`src/rtl/game_timer.sv`:
```
// Countdown game clock: 0..99 s budget with pause, restart and bonus pickups,
// BCD digit outputs and a game-over pulse. Optional warning blink: GAME_TIMER_WARN_EN.
module game_timer #(
  parameter int START_SEC = 60,
  parameter int BONUS_SEC = 5,
  parameter int WARN_SEC  = 10
) (
  input  logic       clk,
  input  logic       resetN,
  input  logic       one_sec,
  input  logic       duty50,
  input  logic       start_game,
  input  logic       pause,
  input  logic       bonus,
  output logic [3:0] tens,
  output logic [3:0] ones,
  output logic       running,
  output logic       time_up,
  output logic       game_over,
  output logic       warn
);

  typedef enum logic [1:0] {
    S_IDLE   = 2'd0,
    S_RUN    = 2'd1,
    S_PAUSED = 2'd2,
    S_OVER   = 2'd3
  } state_t;

  localparam logic [6:0] START7     = 7'(START_SEC);
  localparam logic [7:0] BONUS8     = 8'(BONUS_SEC);
  localparam logic [7:0] MAX8       = 8'd99;
  localparam logic [3:0] START_TENS = 4'(START_SEC / 10);
  localparam logic [3:0] START_ONES = 4'(START_SEC % 10);

  state_t     r_state;
  logic [6:0] r_remain;
  logic [3:0] r_tens;
  logic [3:0] r_ones;
  logic       r_running;
  logic       r_time_up;
  logic       r_game_over;

  state_t     w_next_state;
  logic [6:0] w_next_remain;
  logic       w_next_time_up;
  logic [3:0] w_next_tens;
  logic [3:0] w_next_ones;
  logic [7:0] w_bonus_add;

  function automatic logic [6:0] sat99(input logic [7:0] v);
    return (v > MAX8) ? 7'd99 : v[6:0];
  endfunction

  assign w_bonus_add = bonus ? BONUS8 : 8'd0;

  always_comb begin
    // NOTE: every combinational output gets a default first so no path leaves it unassigned (no latch).
    w_next_state   = r_state;
    w_next_remain  = r_remain;
    w_next_time_up = 1'b0;

    if (start_game) begin
      w_next_state  = S_RUN;
      w_next_remain = START7;
    end else begin
      unique case (r_state)
        S_IDLE: w_next_remain = START7;
        S_RUN: begin
          if (pause) begin
            w_next_state  = S_PAUSED;
            w_next_remain = sat99({1'b0, r_remain} + w_bonus_add);
          end else begin
            // remain is never 0 in RUN, so the 8-bit decrement cannot wrap
            if (one_sec) w_next_remain = sat99({1'b0, r_remain} - 8'd1 + w_bonus_add);
            else         w_next_remain = sat99({1'b0, r_remain} + w_bonus_add);
            if (w_next_remain == 7'd0) begin
              w_next_state   = S_OVER;
              w_next_time_up = 1'b1;
            end
          end
        end
        S_PAUSED: begin
          w_next_remain = sat99({1'b0, r_remain} + w_bonus_add);
          if (!pause) w_next_state = S_RUN;
        end
        S_OVER: w_next_remain = 7'd0;
        default: begin
          w_next_state  = S_IDLE;
          w_next_remain = START7;
        end
      endcase
    end

    w_next_tens = 4'(w_next_remain / 7'd10);
    w_next_ones = 4'(w_next_remain % 7'd10);
  end

  always_ff @(posedge clk or negedge resetN) begin
    if (!resetN) begin
      r_state     <= S_IDLE;
      r_remain    <= START7;
      r_tens      <= START_TENS;
      r_ones      <= START_ONES;
      r_running   <= 1'b0;
      r_time_up   <= 1'b0;
      r_game_over <= 1'b0;
    end else begin
      // NOTE: non-blocking so every register samples the pre-edge values of the others.
      r_state     <= w_next_state;
      r_remain    <= w_next_remain;
      r_tens      <= w_next_tens;
      r_ones      <= w_next_ones;
      r_running   <= (w_next_state == S_RUN);
      r_time_up   <= w_next_time_up;
      r_game_over <= (w_next_state == S_OVER);
    end
  end

`ifdef GAME_TIMER_WARN_EN
  logic r_warn;

  // Blink tracks the current registered budget, so it lags remain by one clock
  always_ff @(posedge clk or negedge resetN) begin
    if (!resetN) begin
      r_warn <= 1'b0;
    end else begin
      r_warn <= ((r_state == S_RUN) || (r_state == S_PAUSED)) &&
                (r_remain <= 7'(WARN_SEC)) && (r_remain != 7'd0) && duty50;
    end
  end

  assign warn = r_warn;
`else
  logic w_unused_duty50;

  assign w_unused_duty50 = duty50;
  assign warn            = 1'b0;
`endif

  assign tens      = r_tens;
  assign ones      = r_ones;
  assign running   = r_running;
  assign time_up   = r_time_up;
  assign game_over = r_game_over;

endmodule

```
`config.mk`:
```
export PLATFORM = sky130hd
export DESIGN_NAME = game_timer
export DESIGN_NICKNAME = d
export VERILOG_FILES = /design/src/rtl/game_timer.sv
export SDC_FILE = /design/constraint.sdc
export NUM_CORES = 1
export LEC_CHECK = 0
export BUFFER_PORTS_ARGS = -buffer_cell sky130_fd_sc_hd__buf_2
export CAP_MARGIN = 20
export CORE_ASPECT_RATIO = 1.2
export CORE_MARGIN = 4
export CORE_UTILIZATION = 45
export DETAILED_ROUTE_END_ITERATION = 8
export MAX_ROUTING_LAYER = met4
export PLACE_DENSITY = 0.77
export SETUP_SLACK_MARGIN = 0.05
export SLEW_MARGIN = 20
export SYNTH_ARGS = -nofsm -noshare
export SYNTH_HDL_FRONTEND = slang
export SYNTH_SLANG_ARGS = --single-unit
```
`constraint.sdc`:
```
create_clock -name clk -period 4.73 [get_ports clk]
set_clock_uncertainty 0.1 [all_clocks]
set_input_delay 0.946 -clock clk [delete_from_list [all_inputs] [get_ports clk]]
set_output_delay 0.946 -clock clk [all_outputs]
set_load 0.02 [all_outputs]
```
=== After elaboration in Yosys (flattened, before gate mapping) ===
Cells that the tools add are included.
Widths: inputs -> output; s select.

* Register bits: 20
* Bits of input ports: 7
* Output and inout bits: 12
* Logic and storage cells: 40

* $add $sub $neg: 3
* Divide/modulo/power cells: 2
* $lt $le $gt $ge: 2
* Equality and inequality tests: 5
* Multiplexer cells: 19
* Reduce and logical (&&, ||, !) cells: 2

{| class="wikitable"
|+ Operators by type and width
! kind !! number
|-
| $mux 7 || 8
|-
| $pmux 7 s4 || 1
|-
| $gt 8x7->1 const B || 2
|-
| $add 7x3->8 || 1
|-
| $add 8x3->8 || 1
|-
| $mux 2 || 4
|-
| $sub 7x1->8 const B || 1
|-
| $div 7x4->7 const B || 1
|-
| $logic_not 7->1 || 1
|-
| $mod 7x4->7 const B || 1
|-
| $eq 2x2->1 const B || 3
|-
| $eq 2x1->1 const B || 2
|-
| $mux 1 || 4
|-
| $pmux 2 s2 || 1
|-
| $mux 3 || 1
|-
| $logic_not 2->1 || 1
|}

=== Logic depth before layout (Yosys ltp) ===
Gate-level depths: netlist of run 1.

* Word-level depth: 14
* Gate-level depth with buffers: 21

=== Worst setup path after synthesis of run 1 ===
OpenSTA, ideal clock, no wires.

* Path type: in2reg
* Start: input port bonus
* End: register r_ones[1], in the netlist ones[1]
* Arrival time: 5364 ps
* Data required time: 4507 ps
* Setup slack: -857 ps
* Stages: 20
* Buffers on the path: 1
* Cell sequence: inv_1 > ha_1 > clkbuf_1 > inv_1 > fa_1 > a211oi_4 > nor3_2 > a221o_1 > or4_4 > o21a_1 > or3_1 > a21oi_1 > or3_4 > inv_1 > xnor2_1 > ha_1 > inv_1 > a221o_1 > a211o_1 > xnor2_1

* Word-level cells in the longest chain between the ends: 12
* Elaborated cells on any way between the ends: 15
* Classes of those cells: add/sub: 2; div: 1; order compare: 2; mux: 10

{| class="wikitable"
|+ RTL lines
! item !! RTL line !! RTL
|-
| start, declared || 14 || <nowiki>input logic bonus,</nowiki>
|-
| $mux 3 * || 55 || <nowiki>assign w_bonus_add = bonus ? BONUS8 : 8'd0;</nowiki>
|-
| $add 8x3->8 / $add 7x3->8 (equally long branches) || - ||
|-
| $gt 8x7->1 || 52 || <nowiki>return (v > MAX8) ? 7'd99 : v[6:0];</nowiki>
|-
| $mux 7 || 52 ||
|-
| $mux 7 || 75 || <nowiki>if (one_sec) w_next_remain = sat99({1'b0, r_remain} - 8'd1 + w_bonus_add);</nowiki>
|-
| $mux 7 || 70 || <nowiki>if (pause) begin</nowiki>
|-
| $mux 7 || 67 || <nowiki>unique case (r_state)</nowiki>
|-
| $mux 7 || 63 || <nowiki>if (start_game) begin</nowiki>
|-
| $mux 7 || 70 ||
|-
| $pmux 7 s4 * || 67 ||
|-
| $mux 7 * || 63 ||
|-
| $mod 7x4->7 * || 96 || <nowiki>w_next_ones = 4'(w_next_remain % 7'd10);</nowiki>
|-
| via w_next_ones[1] || 48 || <nowiki>logic [3:0] w_next_ones;</nowiki>
|-
| end signal, assigned || 113 || <nowiki>r_ones <= w_next_ones;</nowiki>
|-
| end, declared || 39 || <nowiki>logic [3:0] r_ones;</nowiki>
|}

The timed path passes the listed nets; every way through them passes the cells marked *. The select of a mux whose other input is x is not followed.

=== Worst setup path after layout of run 1 ===
Ends and elaborated chain as after synthesis.

==> results.yml, run 1 <==
logic_synthesis:
  synth_edf_count: 0
  post_synth_num_cell_types: 57
  synth_mux_area_share_pct: 0.508
  synth_fa_ha_area_share_pct: 12.5
  ys_seq_elements: 19
  synthSimpleGateAreaFrac_pct: 23.4
  synth_compound_area_share_pct: 27.4
  synth-main-ff-cell: "dfrtp_1"
  syn_area_per_cell_um2: 8.21
  syn_area_um2: 1970
  synth_cells: 240
  synth_top_family_by_area: "compound AO/OA/AOI/OAI gates"
  synthXorXnorAreaFrac_pct: 4.00
  synth_warnings: 0
  async_flop_share_pct: 100
  synthesis.nets: 266
  synth_seq_area_share_pct: 24.5
routing:
  drcViolationCount: 0
  drtPass1Iterations: 4
  vias_per_cell: 5.76
  first_iter_violations: 163
  post_drt_wl_per_cell_um: 16.9
  drt.antenna.violating_nets: 0
  dr_total_vias: 2156
  routed_wl_um: 6340
worst_setup_path:
  cp.required_ps: 4780
  critical_path_class: "in2reg"
  regToRegStartpoint: "r_remain[2]"
  worst_setup_path_end_kind: "flop"
  crit_start: "bonus"
  reg2reg_depth: 20
  critical_path_arrival_ps: 5260
  cp_max_fo: 4
  r2r_end: "ones[1]"
  cp-endpoint: "ones[1]"
  r2r_slack_ps: -250
  cp-start-kind: "input pin"
sta:
  min_period_over_period_pct: 110
  max_freq_mhz: 192
  setup_viol: 4
  setup_slack_ps: -479
  slew_violations: 0
  rsz0062_at_grt: "yes"
  hold_viol: 0
  period_minus_slack_ps: 5210
die:
  start_util_pct: 46.6
  die_w_um: 68.4
  num_rows: 26
  core_um2: 4230
  dieHeight_um: 80.5
  die_area_um2: 5500
  io_pins: 19
finish:
  drive_gt1_share_pct: 39.3
  layout.nets: 345
  diodes: 0
  final-seq-area_um2: 483
  nFillCells: 327
  design_area_um2: 2820
  multi_input_area_um2: 1480
  area_growth_pct: 43.2
  stdcell_count: 374
clocking:
  cts_tree: "done"
  root_buffer: "clkbuf_8"
  cts.path.max_buffers: 2
  clkSinkCount: 19
  insertion_delay_ps: 270
  cts_hold_buf: 0
  cts.clk_slew.worst_paths_ps: 80
  cts_buffers: 3
  htreeDepth: 1
outcome:
  status: "complete, but fails checks"
  failed_checks: "setup timing"
global_routing:
  antenna_found_initial: 0
  grt_pass1_vias: 2195
  grt-ovfl-total: 0
  grt_start_max_net_pins: 20
  gr-usage-all-layers_pct: 24.2
  grt_pass1_wl_um: 9850
placement:
  io_buffers: 16
  place_area_um2: 2540
  dp.cells: 358
  place_congestion: 0.942
  hpwl_um: 4350
min_path:
  hold_path_class: "in2async"
job:
  max_cap_violations: 0
## per-layer routing
| metal | up-vias | global-route usage [%] | routed length (µm) |
|---|---|---|---|
| met4 | 0 | 11.5 | 177 |
| met1 | 1040 | 25.9 | 2460 |
| met3 | 16 | 2.80 | 170 |
| li1 | 1035 | - | - |
| met5 | - | - | 0 |
| met2 | 65 | 43.1 | 3530 |
## registers in the layout (all words and copies together), names as in the netlist
signal,cells
r_remain,6
ones,4
running,1
game_over,1
time_up,1
r_state,2
tens,4
## cells in the final DEF, fill, tap and decap left out, types with 3 or more instances in the layout
| cell | n |
|---|---|
| o21ai_0 | 8 |
| inv_2 | 3 |
| buf_2 | 15 |
| a211o_1 | 3 |
| or2_2 | 3 |
| inv_1 | 23 |
| a211oi_1 | 7 |
| ha_4 | 3 |
| ha_1 | 14 |
| nand3_1 | 7 |
| dfrtp_1 | 13 |
| nand2_1 | 13 |
| xnor2_1 | 4 |
| nor3_1 | 7 |
| nand3b_1 | 5 |
| buf_4 | 63 |
| clkbuf_8 | 3 |
| a21oi_1 | 14 |
| dfstp_2 | 6 |
| a31oi_1 | 6 |
| nor2_1 | 19 |
| and3_1 | 3 |
| nor2b_1 | 4 |
| o21a_1 | 5 |
| xor2_1 | 4 |
## synth_stat cells (all sizes together), types with 3 or more instances
cell type / count / share of area, %
nor3: 8 / 2.3
o21a: 6 / 2.3
nor2: 19 / 3.6
or3: 4 / 1.5
a211oi: 9 / 4.1
clkbuf: 4 / 0.76
nand3b: 5 / 1.9
nor4: 5 / 1.6
or2: 3 / 0.95
a21oi: 15 / 3.8
xor2: 4 / 1.8
nand3: 7 / 1.8
dfstp: 6 / 8.0
nand2: 14 / 2.7
a211o: 3 / 1.3
ha: 18 / 11
o21ai: 8 / 2.0
buf: 4 / 1.3
and3: 3 / 0.95
inv: 29 / 5.5
a31oi: 6 / 1.9
xnor2: 5 / 2.2
dfrtp: 13 / 17
nor2b: 4 / 1.3
## worst min path at each step
stage,from,endpoint,cells after the start
2_1_floorplan,r_state[1],r_state[1],2
3_3_place_gp,r_state[1],r_state[1],2
3_5_place_dp,r_state[1],r_state[1],2
4_1_cts,resetN,ones[3],1
5_1_grt,resetN,ones[2],1
6_report,resetN,ones[3],1
## critical path, stage by stage
cell,delay [ps]
buf_12,110
inv_12,50
ha_4,120
inv_2,40
ha_4,150
fa_2,360
a211oi_4,360
nor3_2,110
a221o_1,350
or4_4,480
o21a_4,250
buf_6,120
nand2_4,70
a21oi_4,70
or3_4,430
inv_6,90
xnor2_4,130
ha_2,220
inv_2,30
a221o_1,300
a211o_1,320
xnor2_1,140
## per-stage QoR
step | setup slack [ps] | hold WS (ps) | util [%] | setup TNS (ps)
CTS | -363 | 509 | 64.2 | -961
global placement | -750 | 498 | 60.0 | -2270
finish | -479 | 501 | 66.7 | -1320
detailed placement | -808 | 517 | 60.0 | -2500
floorplan | -470 | 443 | - | -1290
global route | -610 | 517 | 66.7 | -1800
## repair_timing
item | in CTS | in global routing
gates cloned | 0 | 0
setup buffers | 7 | 7
pin swaps | 14 | 9
setup endpoints to repair | 3 | 4
gates resized for setup | 19 | 9
## cell type report
type	instances	share of cell area, %
flip-flops and latches	19	17.1
clock buffers	3	1.46
clock inverters	1	0.177
well taps	56	2.48
repair buffers	82	21.7
multi-input cells	184	52.5
inverters	29	4.57
## cell families (layout without fill, tap and decap cells)
family,Yosys count,count (layout)
xor gates and xnor gates,9,9
adders and majority gates,19,19
AOI/OAI and AO/OA,71,71
and+or+nand+nor,83,83
other,1,1
muxes,1,1
buffers and inverters,37,115
DFF,19,19
Power of run 1 is not shown: default switching activity piles up to over one toggle a cycle in this logic, so the estimate is an artifact.
==> inputs of run 2 (changes only) <==
--- a/config.mk
+++ b/config.mk
@@ -5,7 +5,7 @@
 export SDC_FILE = /design/constraint.sdc
 export NUM_CORES = 1
 export LEC_CHECK = 0
-export BUFFER_PORTS_ARGS = -buffer_cell sky130_fd_sc_hd__buf_2
+export BUFFER_PORTS_ARGS = -buffer_cell sky130_fd_sc_hd__clkbuf_2
 export CAP_MARGIN = 20
 export CORE_ASPECT_RATIO = 1.2
 export CORE_MARGIN = 4
==> run 2 against run 1 <==
Against the previous run: die area stayed put; worst hold slack better by 18 ps; the flow still finishes with violations (setup timing); clock-buffer cell count is 1 higher; global-route usage is 2.8 points lower; non-clock buffer count is 8 lower; highest routed layer unchanged; cell area is 4.0% lower; first-iteration DRC count is 33% lower; sequential share of layout area is 0.71 points higher; sequential cell count stayed put; critical path depth is 1 lower; utilization is 2.7 points lower; setup slack worse by 21 ps.
==> results.yml, run 2 (same netlist as run 1, synthesis figures left out) <==
die:
  num_rows: 26
  dieHeight_um: 80.5
  core_um2: 4230
  die_w_um: 68.4
  start_util_pct: 46.6
  io_pins: 19
  die_area_um2: 5500
finish:
  stdcell_count: 366
  final_util_pct: 64.0
  mostFrequentLayoutCell: "buf_4"
  layout.nets: 337
  design_area_um2: 2710
  area_growth_pct: 37.5
  final_cell_mix: "buf_4, inv_1, nor2_1"
  drive_gt1_share_pct: 36.8
  top_register: "r_remain"
  largest_register_ffs: 6
  diodes: 0
outcome:
  failed_checks: "setup timing"
  status: "complete, but fails checks"
placement:
  dp.cells: 358
  hpwl_um: 4180
  place_congestion: 0.983
  io_buffers: 16
  place_area_um2: 2540
clocking:
  root_buffer: "clkbuf_8"
  insertion_delay_ps: 250
  cts.clk_slew.worst_paths_ps: 60
  clkSinkCount: 19
  cts_buffers: 3
  cts.path.max_buffers: 2
  htreeDepth: 1
  cts_tree: "done"
worst_setup_path:
  cp-endpoint: "ones[1]"
  cp_max_fo: 5
  cp.required_ps: 4760
  critical_path_class: "in2reg"
  critical_path_arrival_ps: 5260
  r2r_slack_ps: -230
  crit_start: "bonus"
  reg2reg_depth: 19
  worst_setup_path_end_kind: "flop"
  r2r_end: "ones[1]"
  regToRegStartpoint: "r_remain[2]"
  cp-start-kind: "input pin"
routing:
  vias_per_cell: 5.61
  drtPass1Iterations: 5
  drt.antenna.violating_nets: 0
  post_drt_wl_per_cell_um: 14.7
  first_iter_violations: 109
  drcViolationCount: 0
  dr_total_vias: 2054
  routed_wl_um: 5380
sta:
  rsz0062_at_grt: "yes"
  period_minus_slack_ps: 5230
  setup_slack_ps: -500
  hold_viol: 0
  slew_violations: 0
  max_freq_mhz: 191
  min_period_over_period_pct: 111
  setup_viol: 3
job:
  max_cap_violations: 0
global_routing:
  grt_pass1_vias: 2063
  grt_pass1_wl_um: 8940
  grt-ovfl-total: 0
  grt_start_max_net_pins: 20
  antenna_found_initial: 0
  gr-usage-all-layers_pct: 21.4
min_path:
  hold_path_class: "reg2reg"
==> run 2: changes by cell type in the layout (fill, tap and decap cells not counted), moves of 3 or more <==
| cell | change |
|---|---|
| buf_2 | -15 |
| clkbuf_2 | +15 |
| buf_4 | -5 |
| inv_2 | -3 |
==> run 2: area by class of cell <==
| cell class | count | area, µm² |
|---|---|---|
| Multi-Input combinational cell | 184 | 1450 |
| Tap cell | 56 | 70.1 |
| Clock buffer | 4 | 45.0 |
| Timing Repair Buffer | 74 | 536 |
| Sequential cell | 19 | 483 |
| Inverter | 29 | 129 |
| Fill cell | 367 | 1520 |
==> run 2: worst min path at each step <==
stage                 endpoint  startpoint  depth (start not counted)  slack, ps
finish              r_state[1]  r_state[1]                          2        520
global route           tens[0]      resetN                          1        550
CTS                 r_state[1]  r_state[1]                          2        530
detailed placement  r_state[1]  r_state[1]                          2        510
global placement    r_state[1]  r_state[1]                          2        500
floorplan           r_state[1]  r_state[1]                          2        440
==> run 2: per-stage QoR <==
stage | hold WS (ps) | TNS, ps | setup WS, ps
finish | 519 | -1370 | -500
global route | 551 | -1910 | -660
CTS | 526 | -1200 | -445
detailed placement | 510 | -2560 | -820
global placement | 496 | -2330 | -765
floorplan | 443 | -1290 | -470
==> run 2: what timing repair did <==
action                                  4_1_cts  5_1_grt
resized for setup                            14        4
buffers inserted                              2        2
hold buffers                                  0        0
endpoints found under the setup margin        4        4
pin swaps                                    18        4
==> run 2: worst max-delay path, cell delays in order <==
cell and delay [ps]:
clkbuf_16 130, inv_12 50, ha_4 120, inv_4 30
ha_4 150, fa_2 360, a211oi_4 340, nor3_2 100
a32o_2 240, or4_4 560, o21a_4 260, or3_4 400
a21oi_4 160, or3_4 160, inv_4 40, xnor2_2 180
ha_2 230, inv_1 50, a221o_1 310, a211o_1 310
xnor2_1 140
==> run 2: layer usage <==
metal | GRT usage (%) | part of all wire, % | routed length, µm | vias to the layer above
li1 | - | - | - | 1013
met1 | 24.2 | 41 | 2230 | 977
met2 | 37.3 | 52 | 2810 | 46
met3 | 2.66 | 2.8 | 148 | 18
met4 | 8.75 | 3.4 | 185 | 0
met5 | - | 0 | 0 | -
Power of run 2 is left out for the same reason.
==> inputs of run 3 (changes only) <==
--- a/config.mk
+++ b/config.mk
@@ -12,7 +12,8 @@
 export CORE_UTILIZATION = 45
 export DETAILED_ROUTE_END_ITERATION = 8
 export MAX_ROUTING_LAYER = met4
-export PLACE_DENSITY = 0.77
+export PLACE_DENSITY = 0.66
+export RECOVER_POWER = 25
 export SETUP_SLACK_MARGIN = 0.05
 export SLEW_MARGIN = 20
 export SYNTH_ARGS = -nofsm -noshare
==> run 3 against run 2 <==
Against the previous run: the run still ends with setup timing left; routed wire length up 5.4%; register-to-register slack better by 80 ps; final cell count up 3.3%; fmax up 1.1%; sequential share of layout area down 0.80 points; setup slack better by 56 ps; via count up 2.2%; die area unchanged; worst hold slack better by 14 ps.
==> results.yml, run 3 (same netlist as run 1, synthesis figures left out) <==
finish:
  diodes: 0
  nFillCells: 355
  stdcell_count: 378
  design_area_um2: 2830
  layout.nets: 349
  top_register: "r_remain"
  final-seq-area_um2: 483
  largest_register_ffs: 6
  drive_gt1_share_pct: 39.4
  mostFrequentLayoutCell: "buf_4"
  area_growth_pct: 43.9
  final_cell_mix: "buf_4, inv_1, nor2_1"
  multi_input_area_um2: 1490
clocking:
  cts_buffers: 3
  cts_hold_buf: 0
  cts_tree: "done"
  cts.path.max_buffers: 2
  cts.clk_slew.worst_paths_ps: 70
  root_buffer: "clkbuf_8"
  htreeDepth: 1
  clkSinkCount: 19
  insertion_delay_ps: 250
die:
  num_rows: 26
  core_um2: 4230
  io_pins: 19
  start_util_pct: 46.6
  die_w_um: 68.4
  die_area_um2: 5500
  dieHeight_um: 80.5
sta:
  hold_viol: 0
  min_period_over_period_pct: 109
  slew_violations: 0
  tns_ps: -1220
  rsz0062_at_grt: "yes"
  setup_slack_ps: -444
  worst_pin_slew_ps: 989
  slew_headroom_pct: 34.0
  period_minus_slack_ps: 5170
  max_freq_mhz: 193
  setup_viol: 3
worst_setup_path:
  reg2reg_depth: 21
  critical_path_arrival_ps: 5220
  cp.required_ps: 4770
  r2r_end: "ones[1]"
  r2r_slack_ps: -150
  cp_max_fo: 4
  worst_setup_path_end_kind: "flop"
  cp-start-kind: "input pin"
  critical_path_class: "in2reg"
  regToRegStartpoint: "r_remain[2]"
routing:
  dr_total_vias: 2100
  first_iter_violations: 56
  routed_wl_um: 5660
  drcViolationCount: 0
  drt.antenna.violating_nets: 0
  vias_per_cell: 5.56
  drtPass1Iterations: 4
  post_drt_wl_per_cell_um: 15.0
global_routing:
  grt_start_max_net_pins: 20
  grt_pass1_wl_um: 9160
  gr-usage-all-layers_pct: 22.4
  grtUsageMet3_pct: 1.96
  grt_most_used_layer: "met2"
  grt_pass1_vias: 2042
  grt-ovfl-total: 0
  antenna_found_initial: 0
  grtUsageMet1_pct: 25.6
  met2_usage_pct: 38.5
min_path:
  hold_path_class: "reg2reg"
  hp-start: "r_state[1]"
  holdPathStages: 2
  hold_end: "r_state[1]"
placement:
  dp.cells: 359
  place_congestion: 0.954
  io_buffers: 16
  place_area_um2: 2540
  hpwl_um: 4270
job:
  max_cap_violations: 0
outcome:
  failed_checks: "setup timing"
  status: "complete, but fails checks"
==> run 3: cell count changes in the layout (fill, tap and decap cells not counted), sizes merged <==
cell,delta
buf,+12
==> run 3: per-stage QoR <==
stage | hold slack (ps) | setup slack [ps] | util, %
6_report | 533 | -444 | 67.0
5_1_grt | 637 | -590 | 67.0
2_1_floorplan | 443 | -470 | -
4_1_cts | 536 | -452 | 64.6
3_3_place_gp | 498 | -770 | 60.2
3_5_place_dp | 532 | -854 | 60.2
==> run 3: worst max-delay path, cell delays in order <==
cell and delay, ps:
clkbuf_16 130, inv_12 50, ha_4 110, inv_2 40
ha_4 150, fa_2 380, a211oi_4 290, nor3_2 100
buf_4 140, buf_4 120, a2111oi_1 380, o311a_1 380
a211oi_4 80, or2b_1 220, a31oi_2 100, or3_4 400
inv_4 90, xnor2_4 110, ha_2 190, inv_1 40
a221o_1 310, a211o_1 310, xnor2_1 140
==> run 3: worst max-delay path by stage <==
stage / from / to / cells after the start
detailed placement: bonus / ones[1] / 23
global route: bonus / ones[2] / 23
global placement: bonus / ones[1] / 22
CTS: bonus / ones[1] / 21
floorplan: bonus / ones[1] / 20
finish: bonus / ones[1] / 23
==> run 3: final cells by class <==
class | instances | share of cell area (%)
tap | 56 | 2.47
timing repair buffer | 86 | 22.0
sequential | 19 | 17.0
inverter | 29 | 4.46
multi-input combinational | 184 | 52.4
clock buffer | 4 | 1.59
==> run 3: routing by layer <==
metal	vias up	wire length, µm
li1	1040	-
met1	989	2360
met2	55	2980
met3	16	152
met4	0	176
met5	-	0
==> run 3: what timing repair did <==
item	CTS	global route
setup buffers	10	6
endpoints found under the setup margin	4	4
endpoints found under the hold margin	0	0
gates resized for setup	11	12
pin swaps	15	15
Power of run 3 is left out for the same reason.
